**src/rtl/dvp_pkg.sv**
```systemverilog
// rtl/dvp_pkg.sv - shared state encoding and sizing helpers for the DVP source
package dvp_pkg;

    typedef enum logic [2:0] {
        IDLE,
        VSYNC,
        VBP,
        ACTIVE,
        HBLANK,
        VFP
    } dvp_state_e;

    // First byte of each pixel on the bus is the high byte (R + upper G).
    localparam bit HI_FIRST = 1'b1;

    function automatic int cnt_width(input int cycles);
        return (cycles < 2) ? 1 : $clog2(cycles);
    endfunction

    function automatic int max2(input int a, input int b);
        return (a > b) ? a : b;
    endfunction

endpackage

```
**src/rtl/dvp_tx_timing.sv**
```systemverilog
// rtl/dvp_tx_timing.sv - frame/line timing FSM with byte, line and blank counters
module dvp_tx_timing
    import dvp_pkg::*;
#(
    parameter int IMG_W   = 200,
    parameter int IMG_H   = 164,
    parameter int H_BLANK = 32,
    parameter int VSYNC_W = 64,
    parameter int V_BP    = 128,
    parameter int V_FP    = 64
) (
    input  logic       clk,
    input  logic       rst,
    input  logic       en,
    output dvp_state_e state_o,
    output logic       phase_o
);

    localparam int BCW = cnt_width(2 * IMG_W);
    localparam int LW  = cnt_width(IMG_H);
    localparam int BW  = cnt_width(max2(max2(H_BLANK, VSYNC_W), max2(V_BP, V_FP)));

    localparam logic [BCW-1:0] BYTE_LAST  = BCW'(2 * IMG_W - 1);
    localparam logic [LW-1:0]  LINE_LAST  = LW'(IMG_H - 1);
    localparam logic [BW-1:0]  VSYNC_LAST = BW'(VSYNC_W - 1);
    localparam logic [BW-1:0]  VBP_LAST   = BW'(V_BP - 1);
    localparam logic [BW-1:0]  HB_LAST    = BW'(H_BLANK - 1);
    localparam logic [BW-1:0]  VFP_LAST   = BW'(V_FP - 1);

    dvp_state_e     state_q;
    logic [BCW-1:0] byte_q;
    logic [LW-1:0]  line_q;
    logic [BW-1:0]  blank_q;

    // Blanking states share one counter; every counter returns to 0 when its state exits.
    always_ff @(posedge clk or posedge rst) begin
        if (rst) begin
            state_q <= IDLE;
            byte_q  <= '0;
            line_q  <= '0;
            blank_q <= '0;
        end else begin
            unique case (state_q)
                IDLE: begin
                    if (en) state_q <= VSYNC;
                end
                VSYNC: begin
                    if (blank_q == VSYNC_LAST) begin
                        blank_q <= '0;
                        state_q <= VBP;
                    end else begin
                        blank_q <= blank_q + 1'b1;
                    end
                end
                VBP: begin
                    if (blank_q == VBP_LAST) begin
                        blank_q <= '0;
                        state_q <= ACTIVE;
                    end else begin
                        blank_q <= blank_q + 1'b1;
                    end
                end
                ACTIVE: begin
                    if (byte_q == BYTE_LAST) begin
                        byte_q  <= '0;
                        state_q <= HBLANK;
                    end else begin
                        byte_q <= byte_q + 1'b1;
                    end
                end
                HBLANK: begin
                    if (blank_q == HB_LAST) begin
                        blank_q <= '0;
                        if (line_q == LINE_LAST) begin
                            line_q  <= '0;
                            state_q <= VFP;
                        end else begin
                            line_q  <= line_q + 1'b1;
                            state_q <= ACTIVE;
                        end
                    end else begin
                        blank_q <= blank_q + 1'b1;
                    end
                end
                VFP: begin
                    if (blank_q == VFP_LAST) begin
                        blank_q <= '0;
                        state_q <= en ? VSYNC : IDLE;
                    end else begin
                        blank_q <= blank_q + 1'b1;
                    end
                end
                default: state_q <= IDLE;
            endcase
        end
    end

    assign state_o = state_q;
    assign phase_o = byte_q[0];

endmodule

```
**src/rtl/dvp_tx.sv**
```systemverilog
// rtl/dvp_tx.sv - DVP camera-side source: RGB565 pixel stream to vsync/href/8-bit bus
module dvp_tx
    import dvp_pkg::*;
#(
    parameter int IMG_W   = 200,
    parameter int IMG_H   = 164,
    parameter int H_BLANK = 32,
    parameter int VSYNC_W = 64,
    parameter int V_BP    = 128,
    parameter int V_FP    = 64
) (
    input  logic        clk,
    input  logic        rst,
    input  logic        en,
    input  logic [15:0] pix_data,
    input  logic        pix_valid,
    output logic        pix_ready,
    output logic        cam_vsync,
    output logic        cam_href,
    output logic [7:0]  cam_data,
    output logic        frame_start,
    output logic        underrun
);

    dvp_state_e state;
    logic       phase;

    dvp_tx_timing #(
        .IMG_W  (IMG_W),
        .IMG_H  (IMG_H),
        .H_BLANK(H_BLANK),
        .VSYNC_W(VSYNC_W),
        .V_BP   (V_BP),
        .V_FP   (V_FP)
    ) u_timing (
        .clk    (clk),
        .rst    (rst),
        .en     (en),
        .state_o(state),
        .phase_o(phase)
    );

    logic [15:0] pix_cap;
    logic [7:0]  first_byte, second_byte;
    logic        vsync_q, vsync_d;
    logic        href_q, href_d;
    logic        fs_q, fs_d;
    logic [7:0]  data_q, data_d;
    logic [7:0]  second_q, second_d;
    logic        und_q, und_d;

    assign pix_ready   = (state == ACTIVE) && !phase;
    assign pix_cap     = pix_valid ? pix_data : 16'h0000;
    assign first_byte  = HI_FIRST ? pix_cap[15:8] : pix_cap[7:0];
    assign second_byte = HI_FIRST ? pix_cap[7:0]  : pix_cap[15:8];

    // First byte goes straight to the bus register; the second waits one cycle in second_q.
    always_comb begin
        vsync_d  = (state == VSYNC);
        href_d   = (state == ACTIVE);
        fs_d     = vsync_d && !vsync_q;
        data_d   = 8'h00;
        second_d = second_q;
        und_d    = und_q;
        if (pix_ready) begin
            data_d   = first_byte;
            second_d = second_byte;
            if (!pix_valid) und_d = 1'b1;
        end else if (href_d) begin
            data_d = second_q;
        end
    end

    always_ff @(posedge clk or posedge rst) begin
        if (rst) begin
            vsync_q  <= 1'b0;
            href_q   <= 1'b0;
            fs_q     <= 1'b0;
            data_q   <= 8'h00;
            second_q <= 8'h00;
            und_q    <= 1'b0;
        end else begin
            vsync_q  <= vsync_d;
            href_q   <= href_d;
            fs_q     <= fs_d;
            data_q   <= data_d;
            second_q <= second_d;
            und_q    <= und_d;
        end
    end

    assign cam_vsync   = vsync_q;
    assign cam_href    = href_q;
    assign cam_data    = data_q;
    assign frame_start = fs_q;
    assign underrun    = und_q;

endmodule

```
**config.mk**
```make
export PLATFORM = sky130hd
export DESIGN_NAME = dvp_tx
export DESIGN_NICKNAME = d
export VERILOG_FILES = /design/src/rtl/dvp_pkg.sv /design/src/rtl/dvp_tx_timing.sv /design/src/rtl/dvp_tx.sv
export SDC_FILE = /design/constraint.sdc
export NUM_CORES = 1
export LEC_CHECK = 0
export CAP_MARGIN = 20
export CORE_ASPECT_RATIO = 0.7
export CORE_UTILIZATION = 58
export DETAILED_ROUTE_END_ITERATION = 12
export PLACE_DENSITY = 0.86
export SYNTH_ARGS = -nofsm -noshare
export SYNTH_HDL_FRONTEND = slang
export SYNTH_SLANG_ARGS = --single-unit
export TNS_END_PERCENT = 50
```
**constraint.sdc**
```tcl
create_clock -name clk -period 2.8 [get_ports clk]
set_input_delay 0.56 -clock clk [delete_from_list [all_inputs] [get_ports clk]]
set_output_delay 0.56 -clock clk [all_outputs]
set_load 0.05 [all_outputs]
```
==> run_results.csv, run 1 <==
group,metric,value,unit
run_status,outcome,"finished, final reports clean",
floorplan,design.die.area,4218,um^2
clock_network,root_buffer_master,"clkbuf_8",
critical_path,critPathArrivalTime,1.97,ns
clock_network,cts.hold.buffers_added,0,
placement,detailedPlacementHpwl,3583,um
final_layout,number_of_nets_at_the_end_of_the_flow,291,
detailed_routing,detailed_route_iter0_violations,148,
critical_path,crit_chain,"nand3_1 > inv_1 > nand2b_1 > inv_2 > buf_12",
synth,post_synth_top_area_share,0.5123,
clock_network,numCtsBuffers,5,
critical_path,worst-path-buf-inv,3,
clock_network,cts-root-to-sink-buffers,2,
synth,synth.area.top_cells,"dfrtp_1, nand2_1, nor2_1, nand3_1, o21ai_0",
critical_path,setup.worst_path.start_class,"register",
sta,max_slew.worst_pin.slew,0.5670,ns
clock_network,clkLatencyLatePin,0.30,ns
critical_path,cp_max_fo,15,
sta,finalHoldViolCount,0,
synth,synth-async-reset-ratio,1.000,
floorplan,chipWidth,77.20,um
sta,final.period_utilization,0.9038,
clock_network,cts_max_level,2,
critical_path,crit_family,"buffers and inverters",
global_routing,maximum_number_of_pins_on_one_net_before_global_route_repair,28,
global_routing,grt_antenna_before_repair,0,
synth,synthesis.area_per_instance,9.688,um^2
detailed_routing,finalWirelength,4836,um
detailed_routing,dr_total_vias,1823,
sta,timing.final.crit_period,2.531,ns
sta,largest_clock_skew_in_the_final_design,0.005711,ns
placement,placedCellCount,311,
floorplan,initial_core_util,0.6293,
global_routing,grt_overflow_total,0,
clock_network,count_of_cells_resized_by_post_cts_repair,0,
pwr,design_power_total,1.175,mW
clock_network,clock_sinks,47,
sta,timing.max_slew.rel_slack,0.6212,
critical_path,worstPathRequired,2.24,ns
sta,drv_slew,0,
sta,finalSetupViolations,0,
synth,synth_sequential_area_ratio,0.5123,
floorplan,core_region_area,3649,um^2
global_routing,grt_pass1_vias,1653,
global_routing,grt_pass1_wl,7921,um
critical_path,timing.setup.critical_path_class,"register to primary output",
placement,io_buffers,32,
floorplan,die_h,54.64,um
detailed_routing,avgRoutedWirePerCell,15.16,um
synth,flip_flop_and_latch_count_after_synthesis,47,
final_layout,regArea,1176,um^2
sta,setup_repair_after_global_routing_missed_its_margin,"false",
synth,synth.net_count,260,
worst_hold_path,holdCritPathClass,"register to register",
floorplan,ios,33,
pwr,power_leakage,1.202,nW
clock_network,cts.reportedPaths.clkPinSlew,0.08,ns
placement,finalWeightedCongestion,0.8498,
sta,max_freq,0.3951,GHz
sta,tns,0,ns
final_layout,fillers,262,
floorplan,rows,18,
detailed_routing,drt-pass1-iter-count,4,
clock_network,post-cts-setup-buffers,0,
final_layout,final_cells,319,
synth,yosys-top-cells-count,"dfrtp_1, nand2_1, nor2_1",
critical_path,cpPeakStageDelay,0.61,ns
detailed_routing,route.antenna.remaining_nets,0,
synth,synth_flop_cell,"dfrtp_1",
flow_run,maxCapViolCount,0,
clock_network,tritoncts,"done",
detailed_routing,drc,0,
synth,synth_largest_area_cell,"dfrtp_1",
critical_path,critPathCaptureType,"primary output",
final_layout,n_antenna_cell,0,
final_layout,layout-area-overhead-vs-synth,19.95,%
synth,synth.most_common_cell,"dfrtp_1",
synth,synth_cell_types,53,
synth,synthesis.area,2296,um^2
final_layout,multi_input_comb_area,1044,um^2
pwr,max-vdd-ir-drop,375.4,uV
final_layout,final_core_utilization,0.7548,
synth,synthesis.instances,237,
synth,yosys_warnings,0,
final_layout,layout-drive-gt1-share,0.08922,
global_routing,grt_util_all_layers,0.2561,
pwr,cellPowerDensity,426.8,nW/um^2
critical_path,critical_path.slowest_cell,"dfrtp_1",
detailed_routing,via_density_per_instance,5.715,
synth,synth-edff-count,0,
[layer usage]
layer / global-route usage / vias to the layer above / share of wire
met5: 0 / - / 0
met4: 0.1132 / 0 / 0.016
met2: 0.3938 / 48 / 0.44
met3: 0.06000 / 8 / 0.048
li1: - / 899 / -
met1: 0.3534 / 868 / 0.49
[cell type report]
cell class              count  share of cell area
clock buffers               5             0.02499
well taps                  50             0.02272
flip-flops and latches     47              0.4271
repair buffers             35              0.1327
inverters                   6            0.008178
multi-input cells         173              0.3789
clock inverters             3            0.005452
[state kept, by name (all words and copies together) (netlist names)]
name / count
u_timing.state_o: 3
u_timing.byte_q: 9
cam_data: 8
u_timing.line_q: 8
frame_start: 1
second_q: 8
underrun: 1
u_timing.blank_q: 7
cam_vsync: 1
cam_href: 1
[where the power goes]
| part | internal (mW) | switching (mW) | leakage (nW) | total (mW) |
|---|---|---|---|---|
| clock network | 0.171 | 0.217 | 0.0477 | 0.388 |
| registers | 0.690 | 0.00492 | 0.604 | 0.695 |
| logic | 0.0420 | 0.0506 | 0.551 | 0.0925 |
[path summary, 6_finish.rpt]
path	depth (start not counted)	startpoint	endpoint	slack, ns
max reg2reg	6	u_timing.byte_q[0]	u_timing.state_o[1]	0.73
max in group asynchronous	3	rst	u_timing.byte_q[3]	1.71
min reg2reg	1	cam_vsync	frame_start	0.43
min in group asynchronous	2	rst	u_timing.line_q[2]	0.59
max	5	u_timing.state_o[0]	pix_ready	0.27
min	1	cam_vsync	frame_start	0.43
[through the flow]
stage | cell area, um^2 | hold slack [ns] | setup slack [ns]
final | 2754 | 0.4278 | 0.2692
after CTS | 2754 | 0.4306 | 0.2771
after global placement | 2670 | 0.4166 | 0.7046
after detailed placement | 2670 | 0.4193 | 0.6293
after floorplan | 2296 | 0.4309 | 0.9185
after global routing | 2754 | 0.4555 | 0.1076
[cell families (layout without fill, tap and decap cells)]
kind of cell	after synthesis	after routing	share of synthesized area
mux	4	4	0.02016
fa+ha+maj	3	3	0.01635
xor+xnor	11	11	0.04196
buf+inv	17	49	0.03324
simple gates	110	110	0.2420
compound gates	45	45	0.1341
flops	47	47	0.5123
[layout by cell type, fill, tap and decap left out, types with 2 or more instances in the layout]
cell type        netlist  final
o21ai_0               14     14
and3_1                 2      2
nor3_1                 3      3
a31oi_1                2      2
a22oi_1                8      8
nand2_1               39     39
nand3_1               14     14
dfrtp_1               47     47
ha_1                   3      3
o21a_1                 3      3
buf_4                  2      2
nand2b_1               6      6
buf_12                 0      2
clkinv_2               0      3
nand4_1                7      7
clkdlybuf4s50_1        0     31
xor2_1                 7      7
inv_2                  1      2
clkbuf_8               0      5
a21oi_1                5      5
mux2i_1                2      2
xnor2_1                4      4
nor2_1                23     23
inv_1                  5      4
nor2b_1                2      2
No activity file was read; power rests on OpenSTA's default activity.
==> run 2: changes to the inputs <==
clock period = 3.2 ns   (was 2.8 ns; I/O delays follow)
==> run_results.csv, run 2 (same netlist as run 1, synthesis figures left out) <==
group,metric,value,unit
global_routing,grt_util_all_layers,0.2457,
critical_path,critPathCaptureType,"primary output",
global_routing,grt_antenna_before_repair,0,
floorplan,die_h,54.64,um
pwr,cellPowerDensity,374.5,nW/um^2
flow_run,maxCapViolCount,0,
floorplan,ios,33,
critical_path,critPathArrivalTime,2.16,ns
detailed_routing,via_density_per_instance,5.689,
clock_network,cts_max_level,2,
detailed_routing,dr_total_vias,1809,
detailed_routing,drc,0,
final_layout,regArea,1176,um^2
clock_network,root_buffer_master,"clkbuf_8",
detailed_routing,detailed_route_iter0_violations,91,
sta,setup_repair_after_global_routing_missed_its_margin,"false",
sta,final.period_utilization,0.8737,
final_layout,commonest_cells_after_routing_fill_and_taps_aside,"dfrtp_1, nand2_1, clkdlybuf4s50_1",
floorplan,design.die.area,4218,um^2
clock_network,clock_sinks,47,
final_layout,layout-area-overhead-vs-synth,19.51,%
detailed_routing,avgRoutedWirePerCell,14.48,um
clock_network,post-cts-setup-buffers,0,
critical_path,setup.worst_path.start_class,"register",
sta,finalHoldViolCount,0,
sta,drv_slew,0,
final_layout,multi_input_comb_area,1044,um^2
critical_path,cp_max_fo,15,
sta,timing.final.crit_period,2.796,ns
critical_path,timing.setup.critical_path_class,"register to primary output",
clock_network,cts.hold.buffers_added,0,
global_routing,grt_pass1_wl,7734,um
final_layout,n_antenna_cell,0,
sta,largest_clock_skew_in_the_final_design,0.005022,ns
final_layout,number_of_flip_flops_under_the_largest_register_name,9,
detailed_routing,finalWirelength,4605,um
final_layout,layout-drive-gt1-share,0.07836,
placement,io_buffers,32,
clock_network,tritoncts,"done",
placement,detailedPlacementHpwl,3287,um
floorplan,chipWidth,77.20,um
pwr,power_leakage,1.193,nW
final_layout,fillers,245,
clock_network,count_of_cells_resized_by_post_cts_repair,0,
clock_network,cts.reportedPaths.clkPinSlew,0.08,ns
clock_network,cts-root-to-sink-buffers,2,
pwr,max-vdd-ir-drop,342.8,uV
sta,max_slew.worst_pin.slew,0.5530,ns
final_layout,largest_register,"u_timing.byte_q",
worst_hold_path,holdCritPathClass,"register to register",
sta,timing.max_slew.rel_slack,0.6306,
final_layout,final_core_utilization,0.7521,
floorplan,rows,18,
final_layout,number_of_nets_at_the_end_of_the_flow,290,
detailed_routing,drt-pass1-iter-count,4,
critical_path,worstPathRequired,2.56,ns
sta,finalSetupViolations,0,
run_status,outcome,"finished, final reports clean",
final_layout,most_common_cell_after_layout_fill_and_taps_aside,"dfrtp_1",
placement,finalWeightedCongestion,0.8523,
global_routing,grt_pass1_vias,1674,
clock_network,numCtsBuffers,5,
clock_network,clkLatencyLatePin,0.30,ns
global_routing,grt_overflow_total,0,
sta,tns,0,ns
detailed_routing,route.antenna.remaining_nets,0,
global_routing,maximum_number_of_pins_on_one_net_before_global_route_repair,48,
floorplan,initial_core_util,0.6293,
floorplan,core_region_area,3649,um^2
sta,max_freq,0.3577,GHz
-- run 2: cell types whose count changed in the layout (fill, tap and decap cells not counted) --
cell      change
clkbuf_1      +2
clkinv_2      -2
buf_4         -1
-- run 2: stage by stage --
stage | hold WS (ns) | total power [mW] | setup WS (ns) | instance area (um^2) | std cells
floorplan | 0.4309 | 0.6569 | 1.312 | 2296 | 237
global placement | 0.4164 | 0.6966 | 0.8894 | 2643 | 309
detailed placement | 0.4173 | 0.6976 | 0.7658 | 2643 | 309
CTS | 0.4283 | 1.033 | 0.4145 | 2724 | 317
global route | 0.4391 | 1.067 | 0.1923 | 2744 | 318
finish | 0.4245 | 1.027 | 0.4042 | 2744 | 318
-- run 2: report_power, final --
part / internal (mW) / switching (mW)
Clock: 0.153 / 0.186
Combinational: 0.0369 / 0.0433
Sequential: 0.603 / 0.00441
Total: 0.794 / 0.234
-- run 2: routing by layer --
metal  GRT usage  part of all wire  vias to the layer above
met3     0.05333             0.058                        7
li1            -                 -                      899
met4     0.07862             0.011                        0
met2      0.3923              0.44                       49
met1      0.3412              0.49                      854
met5           0                 0                        -
-- run 2: cell type report --
cell class | instances | area share
Clock buffer | 7 | 0.02782
Multi-Input combinational cell | 173 | 0.3803
Tap cell | 50 | 0.02280
Timing Repair Buffer | 34 | 0.1304
Sequential cell | 47 | 0.4286
Clock inverter | 1 | 0.001824
Inverter | 6 | 0.008208
-- run 2: worst paths after layout --
check	startpoint	endpoint	slack [ns]	depth (start not counted)
max reg2reg	u_timing.byte_q[0]	u_timing.state_o[1]	1.14	6
min reg2reg	cam_vsync	frame_start	0.42	1
min	cam_vsync	frame_start	0.42	1
min in group asynchronous	rst	cam_vsync	0.52	2
max	u_timing.state_o[0]	pix_ready	0.40	6
max in group asynchronous	rst	u_timing.blank_q[5]	2.26	3
-- run 2: worst max-delay path, cell delays in order (launching register included) --
cell      delay (ns)
dfrtp_1         0.62
nand3_1         0.14
buf_4           0.21
inv_1           0.21
nand2b_1        0.27
inv_2           0.23
buf_12          0.16
==> run 3: changes to the inputs <==
CAP_MARGIN = default   (was 20)
==> run_results.csv, run 3 (same netlist as run 1, synthesis figures left out) <==
group,metric,value,unit
final_layout,layout-area-overhead-vs-synth,18.64,%
floorplan,design.die.area,4218,um^2
critical_path,worst_setup_path_startpoint,"u_timing.state_o[0]",
clock_network,numCtsBuffers,5,
floorplan,die_h,54.64,um
detailed_routing,drt-pass1-iter-count,4,
placement,placed_cell_area,2643,um^2
final_layout,fillers,247,
critical_path,cp_max_fo,15,
clock_network,clkLatencyLatePin,0.30,ns
pwr,cellPowerDensity,375.9,nW/um^2
final_layout,number_of_nets_at_the_end_of_the_flow,289,
pwr,power_leakage,1.183,nW
sta,drv_slew,0,
critical_path,r2r-start,"u_timing.state_o[2]",
sta,tns,0,ns
clock_network,cts-root-to-sink-buffers,2,
detailed_routing,dr_total_vias,1825,
final_layout,layout-drive-gt1-share,0.07491,
sta,setup_repair_after_global_routing_missed_its_margin,"false",
sta,max_freq,0.3562,GHz
critical_path,timing.setup.critical_path_class,"register to primary output",
placement,io_buffers,32,
clock_network,clock_sinks,47,
worst_hold_path,whs_path_depth,1,
worst_hold_path,holdCritPathClass,"register to register",
global_routing,grt_overflow_total,0,
placement,detailedPlacementHpwl,3287,um
pwr,design_power_total,1.024,mW
final_layout,finalInstanceArea,2724,um^2
final_layout,regArea,1176,um^2
detailed_routing,drc,0,
clock_network,post-cts-setup-buffers,0,
critical_path,critPathArrivalTime,2.17,ns
detailed_routing,finalWirelength,4623,um
placement,finalWeightedCongestion,0.8523,
critical_path,critPathCaptureType,"primary output",
pwr,max-vdd-ir-drop,342.9,uV
sta,final.period_utilization,0.8772,
critical_path,critical_path.slowest_cell,"dfrtp_1",
critical_path,cpPeakStageDelay,0.63,ns
global_routing,grt_util_all_layers,0.2457,
critical_path,worst-path-buf-inv,4,
critical_path,crit_chain,"nand3_1 > buf_4 > inv_1 > nand2b_1 > inv_2 > buf_12",
sta,timing.max_slew.rel_slack,0.3733,
clock_network,cts_max_level,2,
clock_network,cts.reportedPaths.clkPinSlew,0.08,ns
global_routing,maximum_number_of_pins_on_one_net_before_global_route_repair,48,
final_layout,n_antenna_cell,0,
critical_path,setup.worst_path.start_class,"register",
detailed_routing,avgRoutedWirePerCell,14.58,um
final_layout,largest_register,"u_timing.byte_q",
sta,timing.final.crit_period,2.807,ns
floorplan,chipWidth,77.20,um
sta,finalSetupViolations,0,
flow_run,maxCapViolCount,0,
detailed_routing,detailed_route_iter0_violations,98,
global_routing,grt_antenna_before_repair,0,
floorplan,initial_core_util,0.6293,
final_layout,number_of_flip_flops_under_the_largest_register_name,9,
critical_path,worstSetupPathDepth,6,
critical_path,worstPathRequired,2.56,ns
final_layout,multi_input_comb_area,1044,um^2
sta,largest_clock_skew_in_the_final_design,0.004654,ns
floorplan,ios,33,
critical_path,r2r.worst_path.cells,8,
critical_path,r2r_setup_slack,1.14,ns
critical_path,worst_setup_path_endpoint,"pix_ready",
final_layout,commonest_cells_after_routing_fill_and_taps_aside,"dfrtp_1, nand2_1, clkdlybuf4s50_1",
run_status,outcome,"finished, final reports clean",
clock_network,root_buffer_master,"clkbuf_8",
global_routing,grt_pass1_vias,1674,
global_routing,grt_pass1_wl,7734,um
final_layout,most_common_cell_after_layout_fill_and_taps_aside,"dfrtp_1",
clock_network,cts.hold.buffers_added,0,
detailed_routing,route.antenna.remaining_nets,0,
floorplan,rows,18,
sta,finalHoldViolCount,0,
detailed_routing,via_density_per_instance,5.757,
sta,max_slew.worst_pin.slew,0.9387,ns
clock_network,count_of_cells_resized_by_post_cts_repair,0,
critical_path,regToRegEndpoint,"u_timing.state_o[1]",
critical_path,crit_family,"buffers and inverters",
clock_network,tritoncts,"done",
floorplan,core_region_area,3649,um^2
==> run 3: cell count changes in the layout (fill, tap and decap cells not counted), sizes merged <==
cell	change
buf	-1
==> run 3: worst reg2reg max path: stages (launching register included) <==
cell	delay, ns
dfrtp_1	0.55
inv_1	0.14
nand3_1	0.12
buf_4	0.20
inv_1	0.15
o21ai_2	0.11
nand4_2	0.10
o21ba_4	0.27
mux2_4	0.30
==> run 3: layout make-up <==
type | count | share of cell area
inverters | 6 | 0.008268
repair buffers | 33 | 0.1240
flip-flops and latches | 47 | 0.4318
multi-input cells | 173 | 0.3831
well taps | 50 | 0.02297
clock buffers | 7 | 0.02802
clock inverters | 1 | 0.001837
==> run 3: worst min-delay path by stage <==
stage                       start                  to  slack [ns]
2_1_floorplan  u_timing.line_q[7]  u_timing.line_q[7]        0.43
3_3_place_gp            cam_vsync         frame_start        0.42
3_5_place_dp            cam_vsync         frame_start        0.42
4_1_cts                 cam_vsync         frame_start        0.43
5_1_grt                 cam_vsync         frame_start        0.44
6_report                cam_vsync         frame_start        0.42
==> run 3: stage by stage <==
stage	worst slack, ns	util	instances	hold slack, ns
floorplan	1.312	-	237	0.4309
detailed placement	0.7658	0.7243	309	0.4173
CTS	0.4145	0.7466	317	0.4283
global route	0.1923	0.7466	317	0.4391
finish	0.3929	0.7466	317	0.4243
global placement	0.8894	0.7243	309	0.4164
==> run 3: power by group <==
group	switching (mW)	internal (mW)	total, mW
combinational	0.0430	0.0343	0.0773
clock	0.185	0.153	0.339
sequential	0.00449	0.604	0.608
total	0.233	0.791	1.02
==> run 3: routing by layer <==
layer | share of wire | global-route usage | wire, um
met5 | 0 | 0 | 0
met4 | 0.011 | 0.07862 | 51
met3 | 0.053 | 0.05333 | 244
met2 | 0.44 | 0.3923 | 2057
met1 | 0.49 | 0.3412 | 2271
